**src/rtl/sun.sv**
```systemverilog
// APB-attached sun locator: accumulates one frame of pixels in raster order,
// counts pixels above threshold and reports the bright region's bounding-box centre.
module sun (
  input  logic        pclk,
  input  logic        preset,
  input  logic        psel,
  input  logic        penable,
  input  logic        pwrite,
  input  logic [31:0] paddr,
  input  logic [31:0] pwdata,
  output logic [31:0] prdata,
  output logic        pready
);

  localparam logic [1:0] ST_IDLE = 2'd0;
  localparam logic [1:0] ST_WAIT = 2'd1;
  localparam logic [1:0] ST_PROC = 2'd2;
  localparam logic [1:0] ST_DONE = 2'd3;

  logic [1:0]  r_state;
  logic        r_phase;
  logic        r_en;
  logic [7:0]  r_thresh;
  logic [7:0]  r_xmax;
  logic [7:0]  r_ymax;
  logic [7:0]  r_pixel;
  logic [7:0]  r_x;
  logic [7:0]  r_y;
  logic [15:0] r_count;
  logic [7:0]  r_bright;
  logic        r_done;
  logic        r_found;
  logic [7:0]  r_min_x;
  logic [7:0]  r_max_x;
  logic [7:0]  r_min_y;
  logic [7:0]  r_max_y;
  logic [7:0]  r_h;
  logic [7:0]  r_k;

  logic        w_access;
  logic        w_wr;
  logic        w_busy;
  logic        w_bright;
  logic [7:0]  w_xm;
  logic [7:0]  w_ym;
  logic [15:0] w_total;
  logic [8:0]  w_hsum;
  logic [8:0]  w_ksum;
  logic        w_unused;

  assign w_access = psel & penable;
  // A PIXEL write is held off until the current pixel has been processed.
  assign pready   = w_access & ~(pwrite && (paddr == 32'h4) && (r_state == ST_PROC));
  assign w_wr     = w_access & pwrite & pready;
  assign w_busy   = ((r_state == ST_WAIT) && (r_count != 16'd0)) || (r_state == ST_PROC);
  assign w_bright = r_pixel > r_thresh;
  assign w_xm     = (r_xmax == 8'd0) ? 8'd1 : r_xmax;
  assign w_ym     = (r_ymax == 8'd0) ? 8'd1 : r_ymax;
  assign w_total  = {8'd0, w_xm} * {8'd0, w_ym};
  assign w_hsum   = {1'b0, r_min_x} + {1'b0, r_max_x};
  assign w_ksum   = {1'b0, r_min_y} + {1'b0, r_max_y};
  assign w_unused = ^pwdata[31:8];

  always_comb begin
    prdata = 32'd0;
    if (w_access && !pwrite) begin
      case (paddr)
        32'h0: prdata = {31'd0, r_en};
        32'h1: prdata = {24'd0, r_thresh};
        32'h2: prdata = {24'd0, r_xmax};
        32'h3: prdata = {24'd0, r_ymax};
        32'h5: prdata = {16'd0, r_count[7:0], 4'd0, r_found, r_done, w_busy, r_en};
        32'h6: prdata = {24'd0, r_bright};
        32'h8: prdata = {24'd0, r_h};
        32'h9: prdata = {24'd0, r_k};
        default: prdata = 32'd0;
      endcase
    end
  end

  always_ff @(posedge pclk) begin
    if (preset) begin
      r_state  <= ST_IDLE;
      r_phase  <= 1'b0;
      r_en     <= 1'b0;
      r_thresh <= 8'd0;
      r_xmax   <= 8'd0;
      r_ymax   <= 8'd0;
      r_pixel  <= 8'd0;
      r_x      <= 8'd0;
      r_y      <= 8'd0;
      r_count  <= 16'd0;
      r_bright <= 8'd0;
      r_done   <= 1'b0;
      r_found  <= 1'b0;
      r_min_x  <= 8'd0;
      r_max_x  <= 8'd0;
      r_min_y  <= 8'd0;
      r_max_y  <= 8'd0;
      r_h      <= 8'hFF;
      r_k      <= 8'hFF;
    end else begin
      if (r_state == ST_PROC) begin
        if (!r_phase) begin
          r_phase <= 1'b1;
          if (w_bright) begin
            r_bright <= r_bright + 8'd1;
            // First bright pixel of the frame seeds the box.
            if (r_bright == 8'd0 || r_x < r_min_x) r_min_x <= r_x;
            if (r_bright == 8'd0 || r_x > r_max_x) r_max_x <= r_x;
            if (r_bright == 8'd0 || r_y < r_min_y) r_min_y <= r_y;
            if (r_bright == 8'd0 || r_y > r_max_y) r_max_y <= r_y;
          end
          r_count <= r_count + 16'd1;
          if (r_x >= w_xm - 8'd1) begin
            r_x <= 8'd0;
            r_y <= (r_y >= w_ym - 8'd1) ? 8'd0 : r_y + 8'd1;
          end else begin
            r_x <= r_x + 8'd1;
          end
        end else begin
          r_phase <= 1'b0;
          if (r_count == w_total) begin
            r_state <= ST_DONE;
            r_done  <= 1'b1;
            r_found <= (r_bright != 8'd0);
            r_h     <= (r_bright != 8'd0) ? w_hsum[8:1] : 8'hFF;
            r_k     <= (r_bright != 8'd0) ? w_ksum[8:1] : 8'hFF;
          end else begin
            r_state <= ST_WAIT;
          end
        end
      end

      // Bus writes are applied last so they override same-cycle processing.
      if (w_wr) begin
        case (paddr)
          32'h0: begin
            r_en <= pwdata[0];
            if (!pwdata[0]) begin
              r_state <= ST_IDLE;
              r_phase <= 1'b0;
              r_x     <= 8'd0;
              r_y     <= 8'd0;
              r_count <= 16'd0;
              r_done  <= 1'b0;
            end else if (r_state == ST_IDLE) begin
              r_state  <= ST_WAIT;
              r_bright <= 8'd0;
              r_found  <= 1'b0;
            end
          end
          32'h1, 32'h2, 32'h3: begin
            if (paddr == 32'h1) r_thresh <= pwdata[7:0];
            if (paddr == 32'h2) r_xmax <= pwdata[7:0];
            if (paddr == 32'h3) r_ymax <= pwdata[7:0];
            if (w_busy) begin
              r_state  <= ST_WAIT;
              r_phase  <= 1'b0;
              r_x      <= 8'd0;
              r_y      <= 8'd0;
              r_count  <= 16'd0;
              r_bright <= 8'd0;
              r_min_x  <= 8'd0;
              r_max_x  <= 8'd0;
              r_min_y  <= 8'd0;
              r_max_y  <= 8'd0;
            end
          end
          32'h4: begin
            if (r_state == ST_WAIT || r_state == ST_DONE) begin
              r_pixel <= pwdata[7:0];
              r_state <= ST_PROC;
              r_phase <= 1'b0;
              if (r_state == ST_DONE) begin
                r_done   <= 1'b0;
                r_found  <= 1'b0;
                r_bright <= 8'd0;
                r_count  <= 16'd0;
                r_x      <= 8'd0;
                r_y      <= 8'd0;
                r_min_x  <= 8'd0;
                r_max_x  <= 8'd0;
                r_min_y  <= 8'd0;
                r_max_y  <= 8'd0;
              end
            end
          end
          default: ;
        endcase
      end
    end
  end

endmodule

```
**config.mk**
```make
export PLATFORM = sky130hd
export DESIGN_NAME = sun
export DESIGN_NICKNAME = d
export VERILOG_FILES = /design/src/rtl/sun.sv
export SDC_FILE = /design/constraint.sdc
export NUM_CORES = 1
export LEC_CHECK = 0
export ABC_AREA = 1
export ABC_CLOCK_PERIOD_IN_PS = 8200
export CELL_PAD_IN_SITES_DETAIL_PLACEMENT = 1
export CELL_PAD_IN_SITES_GLOBAL_PLACEMENT = 1
export CORE_UTILIZATION = 46
export DETAILED_ROUTE_END_ITERATION = 16
export PLACE_DENSITY_LB_ADDON = 0.1
export SYNTH_ARGS = -nofsm -noshare
export SYNTH_HDL_FRONTEND = slang
export SYNTH_SLANG_ARGS = --single-unit
```
**constraint.sdc**
```tcl
create_clock -name pclk -period 8.2 [get_ports pclk]
set_input_delay 0.82 -clock pclk [delete_from_list [all_inputs] [get_ports pclk]]
set_output_delay 0.82 -clock pclk [all_outputs]
set_load 0.1 [all_outputs]
```
==> results.ini, run 1 <==
[floorplan]
fp.dieH_um=156
dieArea_um2=24300
die_x_um=156
core_um2=22900
rows=55
start_util=0.475
io_pins=102

[clock_tree]
htree_num_levels=4
cts_sinks=126
clock_path_buffers=2
cts_buffers=17
path_clk_slew_ns=0.06
cts_resized=0
clk_latency_ns=0.43
cts_hold_buffers=0
cts_setup_buffers=0
cts_tree=built
root_buffer=clkbuf_16

[yosys]
ys_seq_area_frac=0.232
post-synth-top-count-cell=nand2_1
async_reset_ff_frac=0
synthDistinctLibCells=50
synth_ff_type=dfxtp_1
synth_simple_gate_area_frac=0.275
ys_ff_latch=126
synth_commonest_cells=nand2_1, inv_1, nor2_1
synthMuxAreaShare=0
synth_top_cells_by_area=dfxtp_1, ha_1, nand2_1
synth_compound_area_frac=0.141
synth_edf_count=0
synthXorXnorAreaFrac=0.0346
syn-cell-area_um2=10900
synth_warnings=0
netlist_instances=1595
yosysTopAreaCell=dfxtp_1
synth_top_family_by_area=simple AND/OR/NAND/NOR gates
synthAdderAreaFrac=0.198
syn-mean-instance-area_um2=6.82
synth_top_area_share=0.232

[power]
p_leak_nw=5.66
swShare=0.227
share_comb_of_total_power=0.055
power_frac_seq=0.407
power.internal_mw=1.16
total_power_mw=1.51
netSwitchingPower_uw=342
power_density_nw_per_um2=123
vdd_drop_max_v=0.000112
p_clk_frac=0.538

[timing]
min_period_ns=6.21
worst_pin_slew_ns=1.19
slew_headroom=0.199
finalClockSkew_ns=0.00740
fin_hold_ws_ns=0.459
rsz0062_at_grt=no
finalHoldViolCount=0
slew_violations=0
setup_tns_ns=0
fin_crit_sh=0.757
setup_viol=0
max_freq_ghz=0.161

[place]
hpwlAfterDp_um=26400
port_buffers=61
gp_congestion=0.909
place_area_um2=11600

[critical_path]
endpoint_kind=flop
cp.arrival_ns=6.57
critPathSlowestCell=fa_1
worstPathRequired_ns=8.56
cp-start-kind=flop
cp_num_buf_inv=3
path_depth=26
crit_type=flop to flop
r2r_cells=26
startpoint=r_xmax[4]
r2r-start=r_xmax[4]
max_stage_delay_ns=0.55
path_common_cell=nand2_1
crit_family=simple AND/OR/NAND/NOR gates
crit_fanout=13

[cells_and_area]
drive_above_1_share=0.0419
area_growth_pct=12.4
fillerInstances=3046
fin_area_um2=12200
antenna_cells=0
final_nets=1852

[drt]
post-route-drc-count=0
viasPerCell=5.46
detail-route-antenna-nets=0
wire_per_inst_um=17.3
dr.pass1.iters=5
route.vias.total=10700
drtIter0Drc=531
drt-total-wl_um=33900

[global_route]
overflow=0
grt_pass1_wl_um=56100
grt_pass1_vias=11100
antenna_found_initial=0
grt_max_degree=39
grt_usage=0.294

[flow_run]
drv_cap=0

[worst_hold_path]
holdPathStages=2
min_path_type=flop to flop
hp-start=r_done

[run_status]
status=completed

==> per-stage QoR <==
step / instances / setup WS (ns) / util
after floorplan: 1610 / 3.44 / -
after global placement: 1928 / 2.23 / 0.507
after detailed placement: 1928 / 2.05 / 0.507
after CTS: 1958 / 2.04 / 0.534
after global routing: 1958 / 1.64 / 0.534
final: 1958 / 1.99 / 0.534
==> cells in the final DEF (no fill, tap or decap), types with 5 or more instances in the layout <==
cell / Yosys / layout
o21ai_1: 8 / 8
xor2_1: 30 / 30
dfxtp_1: 126 / 126
nand3_1: 83 / 83
nand3b_1: 9 / 9
xnor2_1: 13 / 13
o211ai_1: 7 / 7
o21ai_0: 85 / 85
o22ai_1: 13 / 13
nand4_1: 20 / 20
a211oi_1: 22 / 22
ha_1: 111 / 111
conb_1: 1 / 16
nor2_1: 154 / 154
nor3_1: 34 / 34
clkbuf_16: 0 / 17
nor2_2: 5 / 5
nand2_2: 6 / 6
inv_1: 244 / 244
fa_1: 38 / 38
clkdlybuf4s50_1: 0 / 61
nand2_1: 345 / 345
a21oi_1: 129 / 129
inv_2: 5 / 5
==> flip-flops by register name, indices dropped and copies added (netlist names) <==
name      flops
r_xmax        8
r_en          1
r_max_x       8
r_max_y       8
r_x           8
r_bright      8
r_y           8
r_count      16
r_min_y       8
r_k           8
r_min_x       8
r_thresh      8
r_state       2
r_ymax        8
r_done        1
r_h           8
r_found       1
r_phase       1
r_pixel       8
==> cell type report <==
cell class	count	area, um^2	share of cell area
timing repair buffer	64	633	0.0518
clock buffer	23	478	0.0391
tap	313	392	0.0320
multi-input combinational	1170	7100	0.581
sequential	126	2520	0.206
inverter	255	963	0.0788
clock inverter	7	135	0.0111
==> logic make-up (layout without fill, tap and decap cells) <==
group | Yosys count | count (layout)
AOI/OAI and AO/OA | 279 | 279
xor gates and xnor gates | 43 | 43
adders and majority gates | 149 | 149
buffers and inverters | 314 | 349
DFF | 126 | 126
other | 1 | 16
and+or+nand+nor | 683 | 683
==> worst paths after layout <==
| check | to | slack, ns |
|---|---|---|
| max | r_k[0] | 1.99 |
| min | r_done | 0.46 |
| max reg2reg | r_k[0] | 1.99 |
| min reg2reg | r_done | 0.46 |
==> worst min-delay path: stages (launching register included) <==
cell and delay (ns):
dfxtp_1 0.30, inv_1 0.06, a21oi_1 0.06
==> power by group through the flow <==
stage	Clock [mW]	Sequential (mW)	Combinational (mW)
floorplan	0	0.626	0.0589
global placement	0	0.626	0.0823
detailed placement	0	0.626	0.0833
CTS	0.818	0.612	0.0837
global route	0.844	0.612	0.0887
finish	0.810	0.612	0.0834
==> layer usage <==
layer  GRT usage  routed length [um]
met1       0.371               15400
met2       0.515               16400
met3      0.0447                1490
met4      0.0868                 685
met5           0                   0
(Power assumes the default switching activity.)
==> inputs of run 2 (changes only) <==
- ABC_CLOCK_PERIOD_IN_PS: 8200 -> 6000
- CORE_UTILIZATION: 46 -> 43
- clock period: 8.2 -> 6 ns (I/O delays scaled with it)
==> results.ini, run 2 (synthesis gave the netlist of run 1 again) <==
[global_route]
grt_max_degree=44  ; was 39
grt_usage=0.268  ; was 0.294
grt_pass1_wl_um=55000  ; was 56100 um
antenna_found_initial=0  ; unchanged
grt_pass1_vias=10600  ; was 11100
overflow=0  ; unchanged

[cells_and_area]
final_nets=1876  ; was 1852
final_common_cell=nand2_1  ; unchanged
regMostFlops=r_count  ; unchanged
multi_input_area_um2=7100  ; unchanged
regArea_um2=2520  ; unchanged
final_cell_mix=nand2_1, inv_1, nor2_1  ; unchanged
antenna_cells=0  ; unchanged
drive_above_1_share=0.0569  ; was 0.0419
fillerInstances=3236  ; was 3046
largest_reg_flops=16  ; unchanged
instances_no_fill=1995  ; was 1958
area_growth_pct=14.1  ; was 12.4%
fin_area_um2=12400  ; was 12200 um^2

[power]
power_density_nw_per_um2=164  ; was 123 nW/um^2
p_leak_nw=5.77  ; was 5.66 nW
vdd_drop_max_v=0.000142  ; was 0.000112 V

[place]
hpwlAfterDp_um=26700  ; was 26400 um
place_area_um2=11800  ; was 11600 um^2
dp_slack_ns=0.484  ; was 2.05 ns
dp.cells=1963  ; was 1928
gp_congestion=0.894  ; was 0.909
port_buffers=61  ; unchanged

[drt]
route.vias.total=10700  ; about the same
wire_per_inst_um=17.0  ; was 17.3 um
dr.pass1.iters=5  ; unchanged
post-route-drc-count=0  ; unchanged
drtIter0Drc=582  ; was 531
drt-total-wl_um=34000  ; was 33900 um
viasPerCell=5.34  ; was 5.46
detail-route-antenna-nets=0  ; unchanged

[critical_path]
critPathSlowestCell=fa_1  ; unchanged
max_stage_delay_ns=0.55  ; about the same
path_common_cell=nand2_1  ; unchanged
cp.arrival_ns=5.95  ; was 6.57 ns
worstPathRequired_ns=6.36  ; was 8.56 ns
cp-start-kind=flop  ; unchanged
crit_fanout=13  ; unchanged
cp_num_buf_inv=3  ; unchanged
endpoint_kind=flop  ; unchanged
crit_type=flop to flop  ; unchanged
crit_family=simple AND/OR/NAND/NOR gates  ; unchanged

[floorplan]
core_um2=24500  ; was 22900 um^2
io_pins=102  ; unchanged
start_util=0.443  ; was 0.475
rows=57  ; was 55
fp.dieH_um=161  ; was 156 um
dieArea_um2=25900  ; was 24300 um^2
die_x_um=161  ; was 156 um

[clock_tree]
root_buffer=clkbuf_16  ; unchanged
cts_setup_buffers=0  ; unchanged
cts_hold_buffers=0  ; unchanged
cts_sinks=126  ; unchanged
cts_tree=built  ; unchanged
clk_latency_ns=0.43  ; about the same
htree_num_levels=4  ; unchanged
clock_path_buffers=2  ; unchanged
path_clk_slew_ns=0.06  ; about the same
cts_buffers=17  ; unchanged

[timing]
finalHoldViolCount=0  ; unchanged
setup_viol=0  ; unchanged
rsz0062_at_grt=no  ; unchanged
worst_pin_slew_ns=0.989  ; was 1.19 ns
finalClockSkew_ns=0.0120  ; was 0.00740 ns
fin_crit_sh=0.933  ; was 0.757
slew_violations=0  ; unchanged
finalWorstSetupSlack_ns=0.403  ; was 1.99 ns
slew_headroom=0.338  ; was 0.199
min_period_ns=5.60  ; was 6.21 ns
max_freq_ghz=0.179  ; was 0.161 GHz
setup_tns_ns=0  ; unchanged

[flow_run]
drv_cap=0  ; unchanged

[run_status]
status=completed  ; unchanged

[worst_hold_path]
min_path_type=flop to flop  ; unchanged

[run 2: per-stage QoR]
stage | hold WS, ns | power [mW] | util
global placement | 0.443 | 0.969 | 0.481
floorplan | 0.429 | 0.936 | -
CTS | 0.466 | 2.04 | 0.506
detailed placement | 0.456 | 0.970 | 0.481
finish | 0.469 | 2.03 | 0.506
global route | 0.486 | 2.07 | 0.506
[run 2: metal layers]
metal | routed length (um) | GRT usage | vias up | part of all wire
met5 | 0 | 0 | - | 0
met4 | 857 | 0.0879 | 0 | 0.025
met3 | 1630 | 0.0385 | 42 | 0.048
met2 | 15400 | 0.430 | 230 | 0.45
met1 | 16100 | 0.369 | 5125 | 0.47
li1 | - | - | 5255 | -
[run 2: tightest hold or removal path, delay by kind of cell, from the launching register on]
family                 cells  cell delay, ns
AO/OA/AOI/OAI              1            0.06
buffers and inverters      1            0.06
flip-flops                 1            0.30
[run 2: final timing paths]
kind / from / end / slack, ns / depth (start not counted)
worst max-delay path: r_xmax[1] / r_h[5] / 0.40 / 25
worst min register to register: r_done / r_done / 0.47 / 2
worst max register to register: r_xmax[1] / r_h[5] / 0.40 / 25
worst min-delay path: r_done / r_done / 0.47 / 2
[run 2: final cells by class]
cell class                      instances  share of cell area
Multi-Input combinational cell       1170               0.573
Sequential cell                       126               0.203
Inverter                              255              0.0777
Timing Repair Buffer                   88              0.0656
Clock buffer                           24              0.0396
Tap cell                              324              0.0327
Clock inverter                          8             0.00847
[run 2: report_power, final]
| part | internal [mW] | total, mW | leakage, nW | switching [mW] |
|---|---|---|---|---|
| combinational | 0.0326 | 0.115 | 4.47 | 0.0824 |
| clock | 0.658 | 1.08 | 0.283 | 0.419 |
| sequential | 0.836 | 0.836 | 1.01 | 0.0000000000204 |
| total | 1.53 | 2.03 | 5.77 | 0.501 |
[run 2: repair_timing]
item | CTS | global route
setup endpoints to repair | 0 | 1
gates resized for setup | 0 | 1
hold endpoints to repair | 0 | 0
==> inputs of run 3 (changes only) <==
- GPL_TIMING_DRIVEN: not set -> 0
==> results.ini, run 3 (synthesis gave the netlist of run 1 again) <==
[floorplan]
rows=57  ; unchanged
dieArea_um2=25900  ; unchanged
io_pins=102  ; unchanged
die_x_um=161  ; unchanged
core_um2=24500  ; unchanged
start_util=0.443  ; unchanged
fp.dieH_um=161  ; unchanged

[critical_path]
r2r-end=r_k[3]  ; was r_h[5]
endpoint_kind=flop  ; unchanged
r2r_cells=29  ; was 25
max_stage_delay_ns=0.55  ; about the same
critPathSlowestCell=fa_1  ; unchanged
crit_fanout=10  ; was 13
crit_type=flop to flop  ; unchanged
cp-start-kind=flop  ; unchanged
ff2ff_setup_slack_ns=0.41  ; was 0.40 ns
cp.arrival_ns=5.95  ; about the same
worstPathRequired_ns=6.36  ; about the same
r2r-start=r_xmax[3]  ; was r_xmax[1]
path_common_cell=nand2_1  ; unchanged

[flow_run]
drv_cap=0  ; unchanged

[timing]
finalWorstSetupSlack_ns=0.412  ; was 0.403 ns
slew_violations=0  ; unchanged
worst_pin_slew_ns=1.15  ; was 0.989 ns
rsz0062_at_grt=no  ; unchanged
slew_headroom=0.226  ; was 0.338
max_freq_ghz=0.179  ; about the same
setup_tns_ns=0  ; unchanged
setup_viol=0  ; unchanged
min_period_ns=5.59  ; was 5.60 ns
finalClockSkew_ns=0.0111  ; was 0.0120 ns
fin_hold_ws_ns=0.468  ; was 0.469 ns
fin_crit_sh=0.931  ; was 0.933
finalHoldViolCount=0  ; unchanged

[cells_and_area]
antenna_cells=0  ; unchanged
area_growth_pct=16.1  ; was 14.1%
final_cell_mix=nand2_1, inv_1, nor2_1  ; unchanged
fillerInstances=3244  ; was 3236
drive_above_1_share=0.0681  ; was 0.0569
final_common_cell=nand2_1  ; unchanged
final_nets=1909  ; was 1876
largest_reg_flops=16  ; unchanged
regMostFlops=r_count  ; unchanged

[power]
vdd_drop_max_v=0.000130  ; was 0.000142 V
share_comb_of_total_power=0.060  ; was 0.057
total_power_mw=2.10  ; was 2.03 mW
swShare=0.247  ; about the same
netSwitchingPower_uw=519  ; was 501 uW
p_leak_nw=5.86  ; was 5.77 nW
power_frac_seq=0.398  ; was 0.412
p_clk_frac=0.541  ; was 0.531
power_density_nw_per_um2=166  ; was 164 nW/um^2
power.internal_mw=1.58  ; was 1.53 mW

[clock_tree]
cts_sinks=126  ; unchanged
cts_hold_buffers=0  ; unchanged
htree_num_levels=4  ; unchanged
clk_latency_ns=0.43  ; about the same
cts_buffers=17  ; unchanged
cts_tree=built  ; unchanged
clock_path_buffers=2  ; unchanged
path_clk_slew_ns=0.06  ; about the same
root_buffer=clkbuf_16  ; unchanged

[place]
hpwlAfterDp_um=28100  ; was 26700 um
gp_congestion=0.873  ; was 0.894
dp_slack_ns=0.0656  ; was 0.484 ns
port_buffers=61  ; unchanged

[global_route]
grt_usage=0.277  ; was 0.268
antenna_found_initial=0  ; unchanged
grt_pass1_wl_um=56800  ; was 55000 um
overflow=0  ; unchanged
grt_pass1_vias=10900  ; was 10600
grt_max_degree=17  ; was 44

[worst_hold_path]
min_path_type=flop to flop  ; unchanged
hold_end=r_en  ; was r_done
hp-start=r_en  ; was r_done
holdPathStages=2  ; unchanged

[drt]
route.vias.total=10900  ; was 10700
post-route-drc-count=0  ; unchanged
drtIter0Drc=586  ; was 582
wire_per_inst_um=17.4  ; was 17.0 um
dr.pass1.iters=5  ; unchanged
viasPerCell=5.35  ; was 5.34
drt-total-wl_um=35200  ; was 34000 um
detail-route-antenna-nets=0  ; unchanged

[run_status]
status=completed  ; unchanged

## run 3: cell count changes in the layout (fill, tap and decap cells not counted), moves of 2 or more
| cell | change |
|---|---|
| buf_4 | -5 |
| buf_6 | +3 |
| bufinv_16 | +2 |
| clkbuf_1 | +18 |
| clkbuf_8 | -4 |
| nor2_1 | -3 |
| inv_6 | +3 |
| buf_2 | +15 |
| nor2_4 | +2 |
| nand2_1 | -2 |
## run 3: layout make-up
| type | count | area [um^2] | share of cell area |
|---|---|---|---|
| Multi-Input combinational cell | 1170 | 7140 | 0.565 |
| Clock buffer | 18 | 429 | 0.0340 |
| Tap cell | 324 | 405 | 0.0321 |
| Sequential cell | 126 | 2520 | 0.200 |
| Clock inverter | 14 | 206 | 0.0163 |
| Inverter | 255 | 963 | 0.0763 |
| Buffer | 59 | 342 | 0.0271 |
| Timing Repair Buffer | 62 | 618 | 0.0489 |
## run 3: repair_timing
action                                  4_1_cts  5_1_grt
buffers inserted                              0        1
endpoints found under the setup margin        0       19
resized for setup                             0       11
## run 3: metrics by stage
| step | area, um^2 | util | instances |
|---|---|---|---|
| final | 12600 | 0.515 | 2028 |
| after detailed placement | 11900 | 0.487 | 1995 |
| after global placement | 11900 | 0.487 | 1995 |
| after CTS | 12600 | 0.513 | 2027 |
| after floorplan | 10900 | - | 1610 |
| after global routing | 12600 | 0.515 | 2028 |
## run 3: critical path, delay by kind of cell, from the launching register on
family / cells / cell delay (ns)
flops: 1 / 0.29
buf+inv: 6 / 0.76
simple gates: 18 / 1.90
fa+ha+maj: 5 / 2.55
## run 3: power by group through the flow
stage	Sequential [mW]	Clock, mW	Combinational (mW)
after detailed placement	0.855	0	0.126
after floorplan	0.855	0	0.0805
after CTS	0.836	1.15	0.127
after global placement	0.855	0	0.125
after global routing	0.836	1.18	0.134
final	0.836	1.14	0.127
## run 3: how the worst max path moves through the flow
stage	depth (start not counted)	slack, ns	from	end
2_1_floorplan	28	1.24	r_xmax[3]	r_k[3]
3_3_place_gp	28	0.19	r_xmax[5]	r_k[0]
3_5_place_dp	28	0.07	r_xmax[3]	r_k[3]
4_1_cts	28	0.03	r_xmax[5]	r_k[3]
5_1_grt	29	0.01	r_xmax[5]	r_k[3]
6_report	29	0.41	r_xmax[3]	r_k[3]
## run 3: routing by layer
metal | GRT usage | vias up | wire [um]
met5 | 0 | - | 0
met4 | 0.0849 | 0 | 730
met3 | 0.0288 | 43 | 1220
met2 | 0.468 | 208 | 16700
met1 | 0.372 | 5277 | 16600
li1 | - | 5322 | -
